<file path="src/rtl/chip8_pkg.sv">
// Shared types and constants for the CHIP-8 memory subsystem.
// Fontset layout is the classic 5-row glyph table for digits 0..F.
package chip8_pkg;

  localparam int FONT_BYTES = 80;
  localparam int MEM_BYTES  = 4096;

  typedef logic [11:0] addr_t;

  typedef enum logic [1:0] {
    FONT,
    LOAD,
    RUN
  } boot_state_t;

  localparam logic [7:0] FONTSET [FONT_BYTES] = '{
    8'hF0, 8'h90, 8'h90, 8'h90, 8'hF0,
    8'h20, 8'h60, 8'h20, 8'h20, 8'h70,
    8'hF0, 8'h10, 8'hF0, 8'h80, 8'hF0,
    8'hF0, 8'h10, 8'hF0, 8'h10, 8'hF0,
    8'h90, 8'h90, 8'hF0, 8'h10, 8'h10,
    8'hF0, 8'h80, 8'hF0, 8'h10, 8'hF0,
    8'hF0, 8'h80, 8'hF0, 8'h90, 8'hF0,
    8'hF0, 8'h10, 8'h20, 8'h40, 8'h40,
    8'hF0, 8'h90, 8'hF0, 8'h90, 8'hF0,
    8'hF0, 8'h90, 8'hF0, 8'h10, 8'hF0,
    8'hF0, 8'h90, 8'hF0, 8'h90, 8'h90,
    8'hE0, 8'h90, 8'hE0, 8'h90, 8'hE0,
    8'hF0, 8'h80, 8'h80, 8'h80, 8'hF0,
    8'hE0, 8'h90, 8'h90, 8'h90, 8'hE0,
    8'hF0, 8'h80, 8'hF0, 8'h80, 8'hF0,
    8'hF0, 8'h80, 8'hF0, 8'h80, 8'h80
  };

endpackage

</file>
<file path="src/rtl/chip8_mem_ctrl_rr_arb2.sv">
// Two-requester round-robin arbiter; req[0]=data, req[1]=fetch.
// The pointer favours whichever requester was not granted last.
module rr_arb2 (
  input  logic       clk,
  input  logic       rst_n,
  input  logic       en,
  input  logic       upd,
  input  logic [1:0] req,
  output logic [1:0] gnt
);

  logic prio_q;
  logic prio_d;

  always_comb begin
    gnt = 2'b00;
    if (en) begin
      unique case (1'b1)
        (req == 2'b11): gnt = prio_q ? 2'b10 : 2'b01;
        (req == 2'b01): gnt = 2'b01;
        (req == 2'b10): gnt = 2'b10;
        default:        gnt = 2'b00;
      endcase
    end
  end

  always_comb begin
    prio_d = prio_q;
    if (upd && (gnt != 2'b00)) prio_d = gnt[0];
  end

  always_ff @(posedge clk) begin
    if (!rst_n) prio_q <= 1'b0;
    else        prio_q <= prio_d;
  end

endmodule

</file>
<file path="src/rtl/chip8_mem_ctrl.sv">
// Boot sequencer (fontset, ROM stream) and single-port arbiter
// between CPU fetch and data access for the 4 KiB main memory.
module chip8_mem_ctrl
  import chip8_pkg::*;
#(
  parameter addr_t PROG_BASE = 12'h200,
  parameter int    ROM_MAX   = 3584
) (
  input  logic       clk_in,
  input  logic       rst_in,
  input  logic       ld_valid,
  input  logic [7:0] ld_data,
  input  logic       ld_last,
  output logic       ld_ready,
  output logic       boot_done,
  output logic       boot_err,
  input  logic       if_req,
  input  logic [11:0] if_addr,
  output logic       if_gnt,
  output logic       if_rvalid,
  output logic [7:0] if_rdata,
  input  logic       d_req,
  input  logic       d_we,
  input  logic [11:0] d_addr,
  input  logic [7:0] d_wdata,
  output logic       d_gnt,
  output logic       d_rvalid,
  output logic [7:0] d_rdata,
  output logic       mem_en,
  output logic       mem_we,
  output logic [11:0] mem_addr,
  output logic [7:0] mem_wdata,
  input  logic [7:0] mem_rdata
);

  localparam logic [12:0] ROM_LIM  = ROM_MAX[12:0];
  localparam logic [12:0] FONT_END = 13'(FONT_BYTES - 1);

  boot_state_t state_q, state_d;
  logic [12:0] cnt_q, cnt_d;
  logic        err_q, err_d;
  logic        rd_if_q, rd_if_d;
  logic        rd_d_q, rd_d_d;
  logic        arb_en;
  logic [1:0]  gnt;

  assign arb_en = rst_in && (state_q == RUN);

  rr_arb2 u_arb (
    .clk   (clk_in),
    .rst_n (rst_in),
    .en    (arb_en),
    .upd   (arb_en),
    .req   ({if_req, d_req}),
    .gnt   (gnt)
  );

  always_comb begin
    state_d   = state_q;
    cnt_d     = cnt_q;
    err_d     = err_q;
    rd_if_d   = 1'b0;
    rd_d_d    = 1'b0;
    mem_en    = 1'b0;
    mem_we    = 1'b0;
    mem_addr  = '0;
    mem_wdata = '0;
    ld_ready  = 1'b0;
    boot_done = 1'b0;
    unique case (state_q)
      FONT: begin
        mem_en    = 1'b1;
        mem_we    = 1'b1;
        mem_addr  = cnt_q[11:0];
        mem_wdata = FONTSET[cnt_q[6:0]];
        if (cnt_q == FONT_END) begin
          state_d = LOAD;
          cnt_d   = '0;
        end else begin
          cnt_d = cnt_q + 13'd1;
        end
      end
      LOAD: begin
        ld_ready = 1'b1;
        if (ld_valid) begin
          // Overflow beats are still consumed so the source can drain.
          if (cnt_q < ROM_LIM) begin
            mem_en    = 1'b1;
            mem_we    = 1'b1;
            mem_addr  = PROG_BASE + cnt_q[11:0];
            mem_wdata = ld_data;
            cnt_d     = cnt_q + 13'd1;
          end else begin
            err_d = 1'b1;
          end
          if (ld_last) state_d = RUN;
        end
      end
      RUN: begin
        boot_done = 1'b1;
        if (gnt[1]) begin
          mem_en   = 1'b1;
          mem_addr = if_addr;
          rd_if_d  = 1'b1;
        end else if (gnt[0]) begin
          mem_en    = 1'b1;
          mem_we    = d_we;
          mem_addr  = d_addr;
          mem_wdata = d_we ? d_wdata : 8'h00;
          rd_d_d    = !d_we;
        end
      end
      default: state_d = FONT;
    endcase
    if (!rst_in) begin
      mem_en    = 1'b0;
      mem_we    = 1'b0;
      mem_addr  = '0;
      mem_wdata = '0;
      ld_ready  = 1'b0;
      boot_done = 1'b0;
      rd_if_d   = 1'b0;
      rd_d_d    = 1'b0;
    end
  end

  assign boot_err  = rst_in && err_q;
  assign if_gnt    = gnt[1];
  assign d_gnt     = gnt[0];
  assign if_rvalid = rst_in && rd_if_q;
  assign d_rvalid  = rst_in && rd_d_q;
  assign if_rdata  = if_rvalid ? mem_rdata : 8'h00;
  assign d_rdata   = d_rvalid ? mem_rdata : 8'h00;

  always_ff @(posedge clk_in) begin
    if (!rst_in) begin
      state_q <= FONT;
      cnt_q   <= '0;
      err_q   <= 1'b0;
      rd_if_q <= 1'b0;
      rd_d_q  <= 1'b0;
    end else begin
      state_q <= state_d;
      cnt_q   <= cnt_d;
      err_q   <= err_d;
      rd_if_q <= rd_if_d;
      rd_d_q  <= rd_d_d;
    end
  end

endmodule
</file>
<file path="config.mk">
export PLATFORM = sky130hd
export DESIGN_NAME = chip8_mem_ctrl
export DESIGN_NICKNAME = d
export VERILOG_FILES = /design/src/rtl/chip8_pkg.sv /design/src/rtl/chip8_mem_ctrl_rr_arb2.sv /design/src/rtl/chip8_mem_ctrl.sv
export SDC_FILE = /design/constraint.sdc
export NUM_CORES = 1
export LEC_CHECK = 0
export BUFFER_PORTS_ARGS = -buffer_cell sky130_fd_sc_hd__clkbuf_2
export CORE_ASPECT_RATIO = 1.25
export CORE_UTILIZATION = 39
export DETAILED_ROUTE_END_ITERATION = 12
export HOLD_SLACK_MARGIN = 0.1
export PLACE_DENSITY = 0.69
export SYNTH_ARGS = -nofsm -noshare
export SYNTH_HDL_FRONTEND = slang
export SYNTH_HIERARCHICAL = 1
export SYNTH_SLANG_ARGS = --single-unit
</file>
<file path="constraint.sdc">
create_clock -name clk_in -period 2.75 [get_ports clk_in]
set_clock_uncertainty 0.2 [all_clocks]
set_input_delay 0.275 -clock clk_in [delete_from_list [all_inputs] [get_ports clk_in]]
set_output_delay 0.275 -clock clk_in [all_outputs]
set_load 0.02 [all_outputs]
</file>
==> results of run 1 <==
-- layer usage --
layer,share of wire,GRT usage
met1,0.40,0.280
met2,0.53,0.422
met3,0.057,0.0234
met4,0.0090,0.0484
met5,0,0
-- stage by stage --
stage	utilization	std cells	worst slack, ns	hold slack (ns)	total power, mW
2_1_floorplan	-	286	0.0147	0.151	0.391
3_3_place_gp	0.528	440	0.174	0.284	0.466
3_5_place_dp	0.528	440	0.101	0.271	0.468
4_1_cts	0.550	450	0.00489	0.102	0.672
5_1_grt	0.568	455	-0.0437	0.119	0.714
6_report	0.568	455	0.0634	0.104	0.680
-- cell type report --
type / count / area, um2
clock buffers: 3 / 41.3
clock inverters: 1 / 5.00
fillers: 501 / 2190
inverters: 12 / 50.0
multi-input cells: 232 / 1600
flip-flops and latches: 19 / 387
well taps: 62 / 77.6
repair buffers: 126 / 723
-- cell families (layout without fill, tap and decap cells) --
logic type | Yosys count | count (layout) | share of synthesized area
flip-flops | 19 | 19 | 0.184
multiplexers | 7 | 7 | 0.0472
AO/OA/AOI/OAI | 77 | 77 | 0.257
buffers and inverters | 35 | 142 | 0.0781
XOR/XNOR | 11 | 11 | 0.0466
adder cells (fa/ha/maj) | 9 | 9 | 0.0545
AND/OR/NAND/NOR | 128 | 128 | 0.332
-- report_power, final --
part	switching (mW)	leakage (nW)	internal (mW)
combinational	0.102	1.20	0.0901
sequential	0.00618	0.155	0.278
clock	0.103	0.0255	0.101
total	0.211	1.39	0.469
-- Yosys cell counts, types with 3 or more instances --
| cell type | number |
|---|---|
| a21oi_1 | 21 |
| a22oi_1 | 18 |
| and2_1 | 4 |
| and3_1 | 21 |
| buf_2 | 10 |
| clkbuf_1 | 10 |
| dfxtp_1 | 19 |
| ha_1 | 9 |
| inv_1 | 11 |
| mux2i_1 | 3 |
| nand2_1 | 22 |
| nand2b_1 | 4 |
| nand3_1 | 7 |
| nand4_1 | 3 |
| nor2_1 | 42 |
| nor2b_1 | 6 |
| nor3_1 | 5 |
| o21ai_0 | 8 |
| o31ai_1 | 3 |
| xnor2_1 | 11 |
-- final timing paths --
path	to	slack, ns
hold reg to reg	cnt_q[12]$_SDFFE_PN0P_	0.36
setup reg to reg	rd_d_q$_SDFF_PP0_	0.45
setup / recovery	mem_addr[11]	0.06
hold / removal	state_q[1]$_SDFFE_PN0P_	0.10
-- worst max-delay path, cell delays in order, from the launching register on --
cell	delay, ns
dfxtp_4	0.37
and2b_1	0.22
nand2_2	0.09
inv_4	0.08
nand2_2	0.07
a21oi_4	0.17
nor2b_4	0.08
buf_4	0.16
a22o_1	0.18
a222oi_1	0.28
nor2_1	0.07
buf_4	0.19
-- flip-flops by register name, summed over array words and instances (netlist names) --
register,count
u_arb/prio_q,1
rd_d_q,1
cnt_q,13
state_q,2
rd_if_q,1
err_q,1
-- what timing repair did --
action | in CTS | in global routing
endpoints found under the setup margin | 15 | 16
endpoints found under the hold margin | 2 | 0
setup buffers | 3 | 5
gates resized for setup | 4 | 21
hold buffers | 3 | 0
pin swaps | 0 | 8
==> impl_metrics.ini, run 1 <==
[logic_synthesis]
synth_warnings = 6
synth_edf_count = 0
synth_area_leader_cell = dfxtp_1
async_flop_share = 0
syn-cell-area_mm2 = 0.00207
synth_area_per_cell_um2 = 7.23
synth_cells = 286
ys_types = 53
synth_nets = 350
yosys.area.top_type_share = 0.184
ys_seq_area_frac = 0.184
ys_dominant_reg_cell = dfxtp_1
yosys_register_bits = 19
yosys-top-cells-area = dfxtp_1 18%, nor2_1 7.6%, a22oi_1 6.5%

[layout]
layout_common_cells = 95 x clkbuf_2, 42 x nor2_1, 26 x buf_4
drive_above_1_share = 0.402
area_growth_pct = 39.6
nets = 458
diodes = 0
fin_area_mm2 = 0.00289
final_common_cell = clkbuf_2

[run]
cap_violations = 0

[worst_hold_path]
hold_depth = 3
hold_class = input port to register
hold_start = ld_last

[die]
dieHeight_um = 83.4
rows = 29
coreArea_mm2 = 0.00508
num_io_pins = 100
die_w_um = 67.1
start_util = 0.407
die-area_mm2 = 0.00560

[setup_path]
worstPathArrival_ns = 2.21
crit_path_end_kind = output port
timing.rr.start = state_q[0]$_SDFFE_PN0P_
cp_max_fo = 6
rr_worst_depth = 9
worstSetupStartpoint = state_q[0]$_SDFFE_PN0P_
required_ns = 2.28
critical_path_class = register to output port
startpoint_type = register

[global_routing]
grt_usage = 0.231
antenna_found_initial = 0
grt_pass1_wl_um = 10400
grt_max_degree = 27
grt_pass1_vias = 2285
grt_overflow = 0

[sta]
tightest_slew_ns = 0.767
drv_slew = 0
relSlewSlack = 0.487
finalSetupTns_ns = 0
timing.fmax_ghz = 0.372
hold_viol_final = 0
setup_viol = 0
period_needed_ns = 2.69
rsz0062_at_grt = true
post-route-period-util = 0.977

[place]
port_buffers = 99
hpwl_um = 4880
dpl_cell_area_mm2 = 0.00268
place_congestion = 0.858

[clock_network]
root_buffer = clkbuf_8
htreeDepth = 1
cts_tree = built
clock_latency_ns = 0.26
cts.sinks = 19
path_clk_slew_ns = 0.08
clockBufferDepth = 2
cts-buffers-inserted = 3

[status]
outcome = finished clean

[detailed_routing]
drt-initial-drc-count = 126
num_vias = 2519
viasPerCell = 5.54
route.detailed.drc = 0
antenna_left = 0
wl_per_cell_um = 14.2
firstDrtPassIters = 4
wl_um = 6440

[power]
cellLeakagePower_nw = 1.39
ir_drop_mv = 0.166
powerDensity_mw_per_mm2 = 236
No activity file was read; power rests on OpenSTA's default activity.
==> run 2, diff against run 1 <==
==> constraint.sdc (replaced) <==
create_clock -name clk_in -period 3.4 [get_ports clk_in]
set_clock_uncertainty 0.2 [all_clocks]
set_input_delay 0.34 -clock clk_in [delete_from_list [all_inputs] [get_ports clk_in]]
set_output_delay 0.34 -clock clk_in [all_outputs]
set_load 0.02 [all_outputs]
==> run 2 against run 1 <==
First-iteration DRC count down 26%; wire length increased by 0.43%; combinational power decreased by 32%; total power fell by 22%; die area unchanged; non-clock buffer count fell by 16; setup slack improved by 0.20 ns; largest power group unchanged; via count shrank 2.6%; worst hold slack better by 0.071 ns; core utilization decreased by 4.5 points; critical endpoint is now mem_wdata[7]; sequential share of layout area increased by 0.91 points.
==> impl_metrics.ini, run 2 (synthesis gave the netlist of run 1 again) <==
[status]
outcome = finished clean

[sta]
setup_viol = 0
relSlewSlack = 0.489
rsz0062_at_grt = false
period_needed_ns = 3.14
timing.fmax_ghz = 0.319
drv_slew = 0
finalSetupTns_ns = 0
worst_slack_ns = 0.262
post-route-period-util = 0.923
tightest_slew_ns = 0.765
hold_viol_final = 0

[setup_path]
startpoint_type = register
critical_path_class = register to output port
crit_path_end_kind = output port
worstPathArrival_ns = 2.60
required_ns = 2.86
cp_max_fo = 9
rr_worst_depth = 6

[layout]
final_cells = 439
area_growth_pct = 28.6
fill_cells = 517
regArea_um2 = 380
diodes = 0
final_common_cell = clkbuf_2
nets = 442
drive_above_1_share = 0.340
layout_common_cells = 99 x clkbuf_2, 42 x nor2_1, 22 x nand2_1
regMostFlops = cnt_q
multi_input_area_mm2 = 0.00153
largest_reg_flops = 13
top_regs = cnt_q (13), state_q (2)

[global_routing]
grt_pass1_wl_um = 10300
grt_usage = 0.233
grt_overflow = 0
antenna_found_initial = 0
grt_pass1_vias = 2247
grt_max_degree = 24

[place]
dp_slack_ns = 0.479
port_buffers = 99
place_inst = 434
hpwl_um = 5010
place_congestion = 0.885

[clock_network]
cts-buffers-inserted = 3
path_clk_slew_ns = 0.08
root_buffer = clkbuf_8
cts_setup_buffers = 0
cts.sinks = 19
clock_latency_ns = 0.25
htreeDepth = 1
cts_tree = built
clockBufferDepth = 2

[power]
ir_drop_mv = 0.186
cellLeakagePower_nw = 1.28
powerDensity_mw_per_mm2 = 199

[die]
dieHeight_um = 83.4
die_w_um = 67.1
num_io_pins = 100
start_util = 0.407
coreArea_mm2 = 0.00508
rows = 29
die-area_mm2 = 0.00560

[detailed_routing]
num_vias = 2453
dr.max_layer_used = met4
route.met3.wl_um = 312
route.detailed.drc = 0
viasPerCell = 5.59
firstDrtPassIters = 4
antenna_left = 0
wl_um = 6470
wl_met1_um = 2750
drt-initial-drc-count = 93
wl_met2_um = 3340
wl_per_cell_um = 14.7

[worst_hold_path]
hold_class = input port to register
hold_depth = 2

[run]
cap_violations = 0
## run 2: worst paths after layout
check                     startpoint                    end  slack, ns
max          state_q[0]$_SDFFE_PN0P_           mem_wdata[7]       0.26
min                         ld_valid     err_q$_SDFFE_PN0P_       0.17
min reg2reg       err_q$_SDFFE_PN0P_     err_q$_SDFFE_PN0P_       0.35
max reg2reg    cnt_q[2]$_SDFFE_PN0P_  cnt_q[7]$_SDFFE_PN0P_       1.03
## run 2: report_power, final
group          switching [mW]  internal [mW]
Clock                  0.0785         0.0814
Sequential             0.0117          0.225
Combinational          0.0696         0.0616
## run 2: what timing repair did
action,4_1_cts,5_1_grt
endpoints found under the setup margin,0,1
hold endpoints to repair,1,0
hold buffers,1,0
resized for setup,0,1
## run 2: area by class of cell
class	count	share of cell area
clock buffers	3	0.0155
clock inverters	1	0.00188
inverters	12	0.0179
multi-input cells	232	0.574
flip-flops and latches	19	0.143
well taps	62	0.0292
repair buffers	110	0.218
## run 2: layer usage
metal	up-vias	global-route usage
li1	1214	-
met1	1142	0.285
met2	89	0.417
met3	8	0.0316
met4	0	0.0464
met5	-	0
## run 2: critical path, cell delays in order, from the launching register on
cell and delay [ns]:
dfxtp_1 0.36, and2b_1 0.29, nand2_1 0.10, inv_1 0.16, nand2_1 0.07, a21oi_1 0.16
nor2b_1 0.18, and3_2 0.30, a22o_1 0.19, nor3_1 0.06, a211oi_1 0.26, clkbuf_2 0.22
## run 2: stage by stage
step           total power [mW]  instance area [um2]  utilization  hold slack (ns)
2_1_floorplan             0.315                 2070            -            0.216
3_3_place_gp              0.371                 2600        0.512            0.331
3_5_place_dp              0.372                 2600        0.512            0.333
4_1_cts                   0.529                 2660        0.523            0.182
5_1_grt                   0.557                 2660        0.523            0.179
6_report                  0.528                 2660        0.523            0.175
==> run 3, diff against run 2 <==
--- a/config.mk
+++ b/config.mk
@@ -5,12 +5,13 @@
 export SDC_FILE = /design/constraint.sdc
 export NUM_CORES = 1
 export LEC_CHECK = 0
+export ABC_AREA = 1
 export BUFFER_PORTS_ARGS = -buffer_cell sky130_fd_sc_hd__clkbuf_2
 export CORE_ASPECT_RATIO = 1.25
-export CORE_UTILIZATION = 39
+export CORE_UTILIZATION = 45
 export DETAILED_ROUTE_END_ITERATION = 12
 export HOLD_SLACK_MARGIN = 0.1
-export PLACE_DENSITY = 0.69
+export PLACE_DENSITY = 0.78
 export SYNTH_ARGS = -nofsm -noshare
 export SYNTH_HDL_FRONTEND = slang
 export SYNTH_HIERARCHICAL = 1
==> run 3 against run 2 <==
Sequential power is 3% lower; die area fell by 12%; count of clock-buffer cells in the layout is the same; global-route usage is 2.7 points higher; fmax is 2.2% higher; non-clock buffer count down 4; total power increased by 1.0%; wire length shrank 2.8%; area after synthesis increased by 1.2%; critical endpoint is now mem_wdata[6]; largest cell class unchanged; highest routed layer unchanged.
==> impl_metrics.ini, run 3 <==
[status]
outcome = finished clean

[layout]
nets = 539
largest_reg_flops = 13
layout_common_cells = 109 x nand2_1, 99 x clkbuf_2, 52 x nor2_1
regMostFlops = cnt_q
top_regs = cnt_q (13), state_q (2)
drive_above_1_share = 0.266
diodes = 0
fill_cells = 435
area_growth_pct = 28.6
fin_area_mm2 = 0.00269
final_common_cell = nand2_1

[die]
die_w_um = 63.0
dieHeight_um = 78.2
coreArea_mm2 = 0.00443
start_util = 0.473
rows = 27
num_io_pins = 100
die-area_mm2 = 0.00493

[sta]
tightest_slew_ns = 0.466
drv_slew = 0
worst_slack_ns = 0.328
hold_viol_final = 0
setup_viol = 0
finalSetupTns_ns = 0
rsz0062_at_grt = false
post-route-period-util = 0.904
period_needed_ns = 3.07
timing.fmax_ghz = 0.326
relSlewSlack = 0.689

[place]
dp_slack_ns = 0.541
port_buffers = 99
dpl_cell_area_mm2 = 0.00263
place_congestion = 0.914
hpwl_um = 5000

[logic_synthesis]
ys_types = 36
yosys-top-cells-area = nand2_1 20%, dfxtp_1 18%, a21oi_1 9.6%
syn-cell-area_mm2 = 0.00209
yosysMostFrequentCell = nand2_1
ys_top_cells_by_count = 109 x nand2_1, 52 x nor2_1, 48 x inv_1, 40 x a21oi_1, 26 x nand3_1
ys_dominant_reg_cell = dfxtp_1
yosys.area.top_type_share = 0.196
synth_edf_count = 0
synth_area_leader_cell = nand2_1
synth_nets = 441
synth_warnings = 6
async_flop_share = 0
yosys_register_bits = 19
synth_cells = 377
ys_seq_area_frac = 0.182
synth_area_per_cell_um2 = 5.55

[detailed_routing]
wl_per_cell_um = 11.8
firstDrtPassIters = 5
wl_um = 6280
drt-initial-drc-count = 246
antenna_left = 0
viasPerCell = 5.03
num_vias = 2678
route.detailed.drc = 0

[power]
powerDensity_mw_per_mm2 = 198
power_switching_mw = 0.169
p_int_mw = 0.365
swShare = 0.316
cellLeakagePower_nw = 1.39
p_seq_frac = 0.433
power_frac_clock = 0.296
ir_drop_mv = 0.166
combPwrFrac = 0.271

[run]
cap_violations = 0

[global_routing]
antenna_found_initial = 0
grt_pass1_wl_um = 10500
grt_max_degree = 28
grt_pass1_vias = 2404
grt_overflow = 0
grt_usage = 0.259

[setup_path]
rr_worst_depth = 8
timing.rr.start = cnt_q[9]$_SDFFE_PN0P_
crit_path_end_kind = output port
cp_max_fo = 14
critical_path_class = register to output port
worstSetupStartpoint = state_q[1]$_SDFFE_PN0P_
worstPathArrival_ns = 2.53
startpoint_type = register
required_ns = 2.86

[worst_hold_path]
hold_depth = 3
hold_class = input port to register
hold_start = ld_last

[clock_network]
cts.sinks = 19
path_clk_slew_ns = 0.08
htreeDepth = 1
clockBufferDepth = 2
cts_tree = built
clock_latency_ns = 0.25
cts-buffers-inserted = 3
root_buffer = clkbuf_8
cts_setup_buffers = 0
==> run 3: changes by cell type in the layout (fill, tap and decap cells not counted), moves of 15 or more <==
| cell | change |
|---|---|
| a22oi_1 | -15 |
| a21oi_1 | +19 |
| and3_1 | -20 |
| nand2_1 | +87 |
| inv_1 | +36 |
| nand3_1 | +19 |
==> run 3: layer usage <==
metal  track usage  wire, um
met4        0.0674        35
met1         0.305      2620
met2         0.496      3250
met3        0.0174       373
met5             0         0
==> run 3: area by class of cell <==
type,instances,area [um2],area share
inverter,56,210,0.0781
timing repair buffer,106,551,0.205
tap,58,72.6,0.0270
clock inverter,1,5.00,0.00186
multi-input combinational,289,1430,0.532
clock buffer,3,41.3,0.0153
sequential,19,380,0.141
==> run 3: power by group through the flow <==
stage / Combinational (mW) / Clock, mW / Sequential (mW)
after floorplan: 0.0858 / 0 / 0.235
after global placement: 0.144 / 0 / 0.236
after detailed placement: 0.142 / 0 / 0.236
after CTS: 0.144 / 0.159 / 0.231
after global routing: 0.164 / 0.171 / 0.232
final: 0.145 / 0.158 / 0.231
==> run 3: path summary, 6_finish.rpt <==
path	slack (ns)	endpoint
hold / removal	0.16	state_q[1]$_SDFFE_PN0P_
setup / recovery	0.33	mem_wdata[6]
setup reg to reg	1.37	cnt_q[4]$_SDFFE_PN0P_
hold reg to reg	0.26	err_q$_SDFFE_PN0P_
==> run 3: stage by stage <==
stage | hold slack, ns | utilization | power [mW] | cells
2_1_floorplan | 0.214 | - | 0.320 | 377
3_3_place_gp | 0.236 | 0.595 | 0.380 | 527
3_5_place_dp | 0.237 | 0.595 | 0.379 | 527
4_1_cts | 0.157 | 0.608 | 0.534 | 532
5_1_grt | 0.157 | 0.608 | 0.567 | 532
6_report | 0.160 | 0.608 | 0.534 | 532
==> run 3: logic make-up after synthesis <==
group	count (synthesis)	share of synthesized area
AND/OR/NAND/NOR	208	0.425
flip-flops	19	0.182
adder cells (fa/ha/maj)	9	0.0538
XOR/XNOR	5	0.0209
buffers and inverters	69	0.135
AO/OA/AOI/OAI	67	0.184
==> run 3: critical path: stages, from the launching register on <==
cell      delay [ns]
dfxtp_1         0.40
inv_1           0.06
nor2_1          0.16
inv_2           0.14
nor2_1          0.16
nand2_1         0.09
a21oi_1         0.16
inv_1           0.09
nor2_1          0.21
nand3_1         0.11
clkinv_1        0.17
a22o_1          0.17
inv_1           0.03
a21oi_1         0.14
clkbuf_2        0.19
==> run 3: timing repair <==
action	in CTS	in global routing
hold endpoints to repair	1	0
hold buffers	1	0
endpoints found under the setup margin	0	6
gates resized for setup	0	1
